File: src/rtl/vram_write_queue.sv
// -----------------------------------------------------------------------------
// vram_write_queue
//
// Takes 6502 register writes from the asynchronous phi2 domain and re-times
// them into clk. It keeps an auto-incrementing 12-bit VRAM pointer. Data
// writes are queued in a small FIFO, which drains as single-cycle write
// strobes to the tile, attribute or colour memory. When BLANK_ONLY is set,
// the FIFO drains only while vga_blank is high, so that pixel fetch never
// contends with the writes.
//
// Register map (addr, committed on the falling edge of phi2 with cs=1, rw=0):
//   0 : ptr[7:0]  = data
//   1 : ptr[11:8] = data[3:0], target = data[5:4]
//       (00 tile, 01 attribute, 10 colour, 11 discard)
//   2 : push {target, ptr, data}, then ptr += step (mod 4096)
//   3 : step = data
//   4 : clear sticky overflow
//   5-7 : no effect
//
// Ports:
//   clk, rst                       system clock, async active-low reset
//   cpu_clk, cs, rw, addr, data    6502 bus (cpu_clk/cs/rw asynchronous)
//   vga_blank                      blanking indicator, clk domain
//   *_memory_write_enable          one-cycle write strobes, registered
//   memory_write_addr/_data        shared write address/data; these hold
//                                  their value when no strobe is issued
//   fifo_level                     current queue occupancy
//   overflow                       sticky flag, set when a push is dropped
// -----------------------------------------------------------------------------
module vram_write_queue #(
    parameter int FIFO_DEPTH  = 8,
    parameter int BLANK_ONLY  = 0,
    parameter int SYNC_STAGES = 2
) (
    input  logic                          clk,
    input  logic                          rst,
    input  logic                          cpu_clk,
    input  logic                          cs,
    input  logic                          rw,
    input  logic [2:0]                    addr,
    input  logic [7:0]                    data,
    input  logic                          vga_blank,
    output logic                          tile_memory_write_enable,
    output logic                          attribute_memory_write_enable,
    output logic                          color_memory_write_enable,
    output logic [11:0]                   memory_write_addr,
    output logic [7:0]                    memory_write_data,
    output logic [$clog2(FIFO_DEPTH):0]   fifo_level,
    output logic                          overflow
);

    localparam int AW = $clog2(FIFO_DEPTH);
    localparam int CW = AW + 1;
    localparam logic [CW-1:0] DEPTH_C = CW'(FIFO_DEPTH);

    typedef enum logic [1:0] {
        TGT_TILE    = 2'b00,
        TGT_ATTR    = 2'b01,
        TGT_COLOR   = 2'b10,
        TGT_DISCARD = 2'b11
    } target_t;

    typedef struct packed {
        target_t     target;
        logic [11:0] addr;
        logic [7:0]  data;
    } entry_t;

    // ------------------------------------------------------------------
    // Bus synchronisation and capture
    // ------------------------------------------------------------------
    logic [SYNC_STAGES-1:0] cpu_clk_sync;
    logic [SYNC_STAGES-1:0] cs_sync;
    logic [SYNC_STAGES-1:0] rw_sync;
    logic                   cpu_clk_s;
    logic                   cs_s;
    logic                   rw_s;
    logic                   cpu_clk_d;

    logic                   held_cs;
    logic                   held_rw;
    logic [2:0]             held_addr;
    logic [7:0]             held_data;

    assign cpu_clk_s = cpu_clk_sync[SYNC_STAGES-1];
    assign cs_s      = cs_sync[SYNC_STAGES-1];
    assign rw_s      = rw_sync[SYNC_STAGES-1];

    // addr and data are sampled raw. They are only used while the synced
    // phi2 is high, so the CPU has already been driving them for
    // SYNC_STAGES cycles by the time they are captured.
    always_ff @(posedge clk or negedge rst) begin
        if (!rst) begin
            cpu_clk_sync <= '0;
            cs_sync      <= '0;
            rw_sync      <= '0;
            cpu_clk_d    <= 1'b0;
            held_cs      <= 1'b0;
            held_rw      <= 1'b0;
            held_addr    <= '0;
            held_data    <= '0;
        end else begin
            cpu_clk_sync <= {cpu_clk_sync[SYNC_STAGES-2:0], cpu_clk};
            cs_sync      <= {cs_sync[SYNC_STAGES-2:0], cs};
            rw_sync      <= {rw_sync[SYNC_STAGES-2:0], rw};
            cpu_clk_d    <= cpu_clk_s;
            if (cpu_clk_s) begin
                held_cs   <= cs_s;
                held_rw   <= rw_s;
                held_addr <= addr;
                held_data <= data;
            end
        end
    end

    // ------------------------------------------------------------------
    // Commit decode and FIFO handshake
    // ------------------------------------------------------------------
    logic        cpu_fall;
    logic        commit;
    logic        do_push;
    logic        do_clear;
    logic        do_pop;
    logic        accept;
    logic        fifo_empty;
    logic        fifo_full;

    logic [11:0] ptr;
    logic [7:0]  step;
    target_t     target;

    logic [AW-1:0] wr_idx;
    logic [AW-1:0] rd_idx;
    logic [CW-1:0] count;
    entry_t        mem [FIFO_DEPTH];
    entry_t        head;
    entry_t        new_entry;

    assign cpu_fall   = cpu_clk_d & ~cpu_clk_s;
    assign commit     = cpu_fall & held_cs & ~held_rw;
    assign do_push    = commit && (held_addr == 3'd2);
    assign do_clear   = commit && (held_addr == 3'd4);
    assign fifo_empty = (count == '0);
    assign fifo_full  = (count == DEPTH_C);
    assign do_pop     = !fifo_empty && ((BLANK_ONLY == 0) || vga_blank);
    // A full queue can still accept a push when an entry leaves on the
    // same edge; the incoming entry reuses the slot being vacated.
    assign accept     = do_push && (!fifo_full || do_pop);
    assign head       = mem[rd_idx];
    assign new_entry  = {target, ptr, held_data};

    // ------------------------------------------------------------------
    // Register file
    // ------------------------------------------------------------------
    always_ff @(posedge clk or negedge rst) begin
        if (!rst) begin
            ptr      <= '0;
            step     <= 8'd1;
            target   <= TGT_TILE;
            overflow <= 1'b0;
        end else begin
            if (commit) begin
                case (held_addr)
                    3'd0: ptr[7:0] <= held_data;
                    3'd1: begin
                        ptr[11:8] <= held_data[3:0];
                        target    <= target_t'(held_data[5:4]);
                    end
                    // The pointer advances whether or not the push is accepted.
                    3'd2: ptr  <= ptr + {4'h0, step};
                    3'd3: step <= held_data;
                    default: ;
                endcase
            end
            // Set and clear are never requested together: each CPU cycle
            // commits at most one register access.
            if (do_push && fifo_full && !do_pop) begin
                overflow <= 1'b1;
            end else if (do_clear) begin
                overflow <= 1'b0;
            end
        end
    end

    // ------------------------------------------------------------------
    // FIFO
    // ------------------------------------------------------------------
    always_ff @(posedge clk or negedge rst) begin
        if (!rst) begin
            wr_idx <= '0;
            rd_idx <= '0;
            count  <= '0;
        end else begin
            if (accept) begin
                wr_idx <= wr_idx + AW'(1);
            end
            if (do_pop) begin
                rd_idx <= rd_idx + AW'(1);
            end
            case ({accept, do_pop})
                2'b10:   count <= count + CW'(1);
                2'b01:   count <= count - CW'(1);
                default: ;
            endcase
        end
    end

    always_ff @(posedge clk) begin
        if (accept) begin
            mem[wr_idx] <= new_entry;
        end
    end

    assign fifo_level = count;

    // ------------------------------------------------------------------
    // Write port
    // ------------------------------------------------------------------
    always_ff @(posedge clk or negedge rst) begin
        if (!rst) begin
            tile_memory_write_enable      <= 1'b0;
            attribute_memory_write_enable <= 1'b0;
            color_memory_write_enable     <= 1'b0;
            memory_write_addr             <= '0;
            memory_write_data             <= '0;
        end else if (do_pop) begin
            tile_memory_write_enable      <= (head.target == TGT_TILE);
            attribute_memory_write_enable <= (head.target == TGT_ATTR);
            color_memory_write_enable     <= (head.target == TGT_COLOR);
            memory_write_addr             <= head.addr;
            memory_write_data             <= head.data;
        end else begin
            tile_memory_write_enable      <= 1'b0;
            attribute_memory_write_enable <= 1'b0;
            color_memory_write_enable     <= 1'b0;
        end
    end

endmodule
File: config.mk
export PLATFORM = sky130hd
export DESIGN_NAME = vram_write_queue
export DESIGN_NICKNAME = d
export VERILOG_FILES = /design/src/rtl/vram_write_queue.sv
export SDC_FILE = /design/constraint.sdc
export NUM_CORES = 1
export LEC_CHECK = 0
export CAP_MARGIN = 20
export CORE_ASPECT_RATIO = 1.75
export CORE_MARGIN = 3
export CORE_UTILIZATION = 55
export DETAILED_ROUTE_END_ITERATION = 8
export GPL_TIMING_DRIVEN = 1
export PLACE_DENSITY = 0.78
export SETUP_SLACK_MARGIN = 0.1
export SLEW_MARGIN = 10
export SYNTH_ARGS = -nofsm -noshare
export SYNTH_HDL_FRONTEND = slang
export SYNTH_SLANG_ARGS = --single-unit
export TNS_END_PERCENT = 20
File: constraint.sdc
create_clock -name clk -period 4 [get_ports clk]
set_input_delay 0.4 -clock clk [delete_from_list [all_inputs] [get_ports clk]]
set_output_delay 0.4 -clock clk [all_outputs]
set_load 0.005 [all_outputs]
==> impl_metrics.toml <==
[route]
drtIter0Drc = 373
antenna_left = 0
routed_wl_um = 19200
via_per_inst = 5.98
dr.pass1.iters = 4
highest_layer = "met4"
drc_errors = 0
wl_met1_um = 7010
routed-wl-met3_um = 1040
wire_per_inst_um = 22.1
route.vias.total = 5206
routed-wl-met2_um = 10500

[yosys]
synth_nets = 592
yosys_warnings = 0
synthesis.area_um2 = 10000
syn-mean-instance-area_um2 = 17.9
netlist_instances = 563
ys.flop_type = "edfxtp_1"
ys_seq_area_share_pct = 71.5
async_flop_share_pct = 30.2
synth-seq-cells = 252
synth_top_area_cell = "edfxtp_1"
synth-edff-count = 176
ys_types = 55
synth_common_cells = "edfxtp_1, dfrtp_1, mux4_2"
synth_top_area_share_pct = 52.6
yosys.cell_count.top_type = "edfxtp_1"
ys_top_cells_by_area = "edfxtp_1, dfrtp_1, mux4_2"

[placed_design]
post_dp_cell_area_um2 = 10800
gp_congestion = 0.847
hpwl_um = 11600
port_buffers = 43

[timing]
worstMarginPinSlew_ns = 0.953
slew_viol_final = 0
clock-skew-final_ns = 0.0164
final-setup-viol-count = 0
fin_crit_ns = 3.04
hold_violations = 0
fin_crit_sh_pct = 75.9
tns_ns = 0
rsz0062_at_grt = "false"
fmax_mhz = 329
relSlewSlack_pct = 36.5
holdWs_ns = 0.296

[grt]
antenna_found_initial = 0
grt_start_max_net_pins = 77
grt_pass1_vias = 5728
grt_pass1_wl_um = 30900
grt_usage_pct = 20.6
overflow = 0

[worst_setup_path]
crit_path_end_kind = "flip-flop"
crit_buf_inv = 0
reg2regPathDepth = 8
critPathKind = "flip-flop to flip-flop"
path_delay_family = "simple AND/OR/NAND/NOR gates"
crit_slowest_cell = "dfrtp_1"
slowest_delay_ns = 0.82
arrival_ns = 3.42
required_ns = 4.38
crit_chain = "nand2_1, nor2_1, nor3_1, a21o_1, ha_1, nor4_1, a31oi_1, xnor2_1"
critPathMaxFanout = 22
cp.depth = 8
cp-start-kind = "flip-flop"

[clock_tree]
ctsResizeCount = 0
cts_root_buf = "clkbuf_16"
hold_buffers = 0
insertion_delay_ns = 0.51
cts-htree-levels = 1
cts_made_buffers = 23
cts_max_path_buffers = 3
cts_tree = "done"
cts.sinks = 252
clk_pin_slew_ns = 0.07
cts.repair_timing.setup_buffer_count = 0

[final_layout]
fin_util_pct = 66.0
design_area_um2 = 11700
drive_above_1_share_pct = 22.5
nNetsFinal = 652
diodes = 0
synthToLayoutAreaGrowth_pct = 16.2

[floorplanning]
die_area_um2 = 20000
fp.dieW_um = 108
coreArea_um2 = 17700
start_util_pct = 56.8
pin_count = 45
die-height_um = 185
row_count = 64

[pwr]
power.density_nw_per_um2 = 662
power_w = 0.00773
ir_worst_vdd_mv = 0.441
p_leak_nw = 4.16

[status]
status = "finished, final reports clean"

[worst_hold_path]
min_path_type = "primary input to async pin"

[job]
max-cap-violations = 0
[metal layers]
metal,track usage (%),up-vias
li1,-,2322
met1,25.3,2675
met2,36.0,164
met3,2.69,45
met4,9.86,0
met5,0,-
[power breakdown]
part | total, W | switching (W) | internal, W
registers | 0.00357 | 0.000434 | 0.00313
clock network | 0.00240 | 0.000943 | 0.00145
logic | 0.00177 | 0.000723 | 0.00105
[cell families after synthesis]
kind of cell,after synthesis,synth area share [%]
buffers and inverters,31,1.66
flip-flops,252,71.5
multiplexers,92,14.9
AO/OA/AOI/OAI,67,4.03
XOR/XNOR,11,0.959
adder cells (fa/ha/maj),12,1.57
AND/OR/NAND/NOR,98,5.32
[through the flow]
stage | instances | worst slack [ns]
CTS | 867 | 0.960
floorplan | 563 | 0.377
finish | 870 | 0.962
global route | 870 | 0.666
detailed placement | 826 | 1.00
global placement | 826 | 1.09
[worst register-to-register path, delay by kind of cell, from the launching register on]
| kind | cells | cell delay, ns |
|---|---|---|
| AND/OR/NAND/NOR | 4 | 1.46 |
| XOR/XNOR | 1 | 0.16 |
| adder cells (fa/ha/maj) | 1 | 0.20 |
| flip-flops | 1 | 0.82 |
| AO/OA/AOI/OAI | 2 | 0.27 |
[final timing paths]
kind,from,to,slack [ns]
worst max-delay path,held_addr[1]$_DFFE_PN0P_,fifo_level[2]$_DFFE_PN0P_,0.96
worst min-delay path,rst,memory_write_data[3]$_DFFE_PN0P_,0.30
worst max register to register,held_addr[1]$_DFFE_PN0P_,fifo_level[2]$_DFFE_PN0P_,0.96
worst min register to register,cpu_clk_sync[0]$_DFF_PN0_,cpu_clk_sync[1]$_DFF_PN0_,0.35
max in group asynchronous,rst,step[0]$_DFFE_PN1P_,3.08
min in group clk,cs,cs_sync[0]$_DFF_PN0_,0.34
[layout by cell type, fill, tap and decap left out, drive strengths merged, types with 2 or more instances in the layout]
master	n
inv	6
and4	2
clkdlybuf4s50	42
nand2b	7
a31oi	5
o41a	2
clkbuf	24
nor3	11
a21oi	8
a21o	3
clkinv	5
o21ai	34
xnor2	9
buf	18
a22oi	3
dfrtp	75
edfxtp	176
nor4	4
bufinv	6
nor2	16
nor2b	3
xor2	2
mux2	24
ha	11
mux2i	24
nor3b	2
clkinvlp	5
mux4	44
a311oi	2
a211oi	2
nand3	3
nand2	42
[state kept, by name, summed over array words and instances (netlist names), 3 cells and up]
signal             count
memory_write_addr     12
memory_write_data      8
held_data              8
step                   8
rd_idx                 3
held_addr              3
fifo_level             4
wr_idx                 3
ptr                   12
mem                  176
[cell type report]
| class | instances | area (um^2) |
|---|---|---|
| timing repair buffer | 61 | 606 |
| clock inverter | 17 | 258 |
| fill | 1181 | 6020 |
| sequential | 252 | 7190 |
| clock buffer | 24 | 579 |
| multi-input combinational | 280 | 2740 |
| inverter | 5 | 18.8 |
| tap | 231 | 289 |
(Power assumes the default switching activity.)
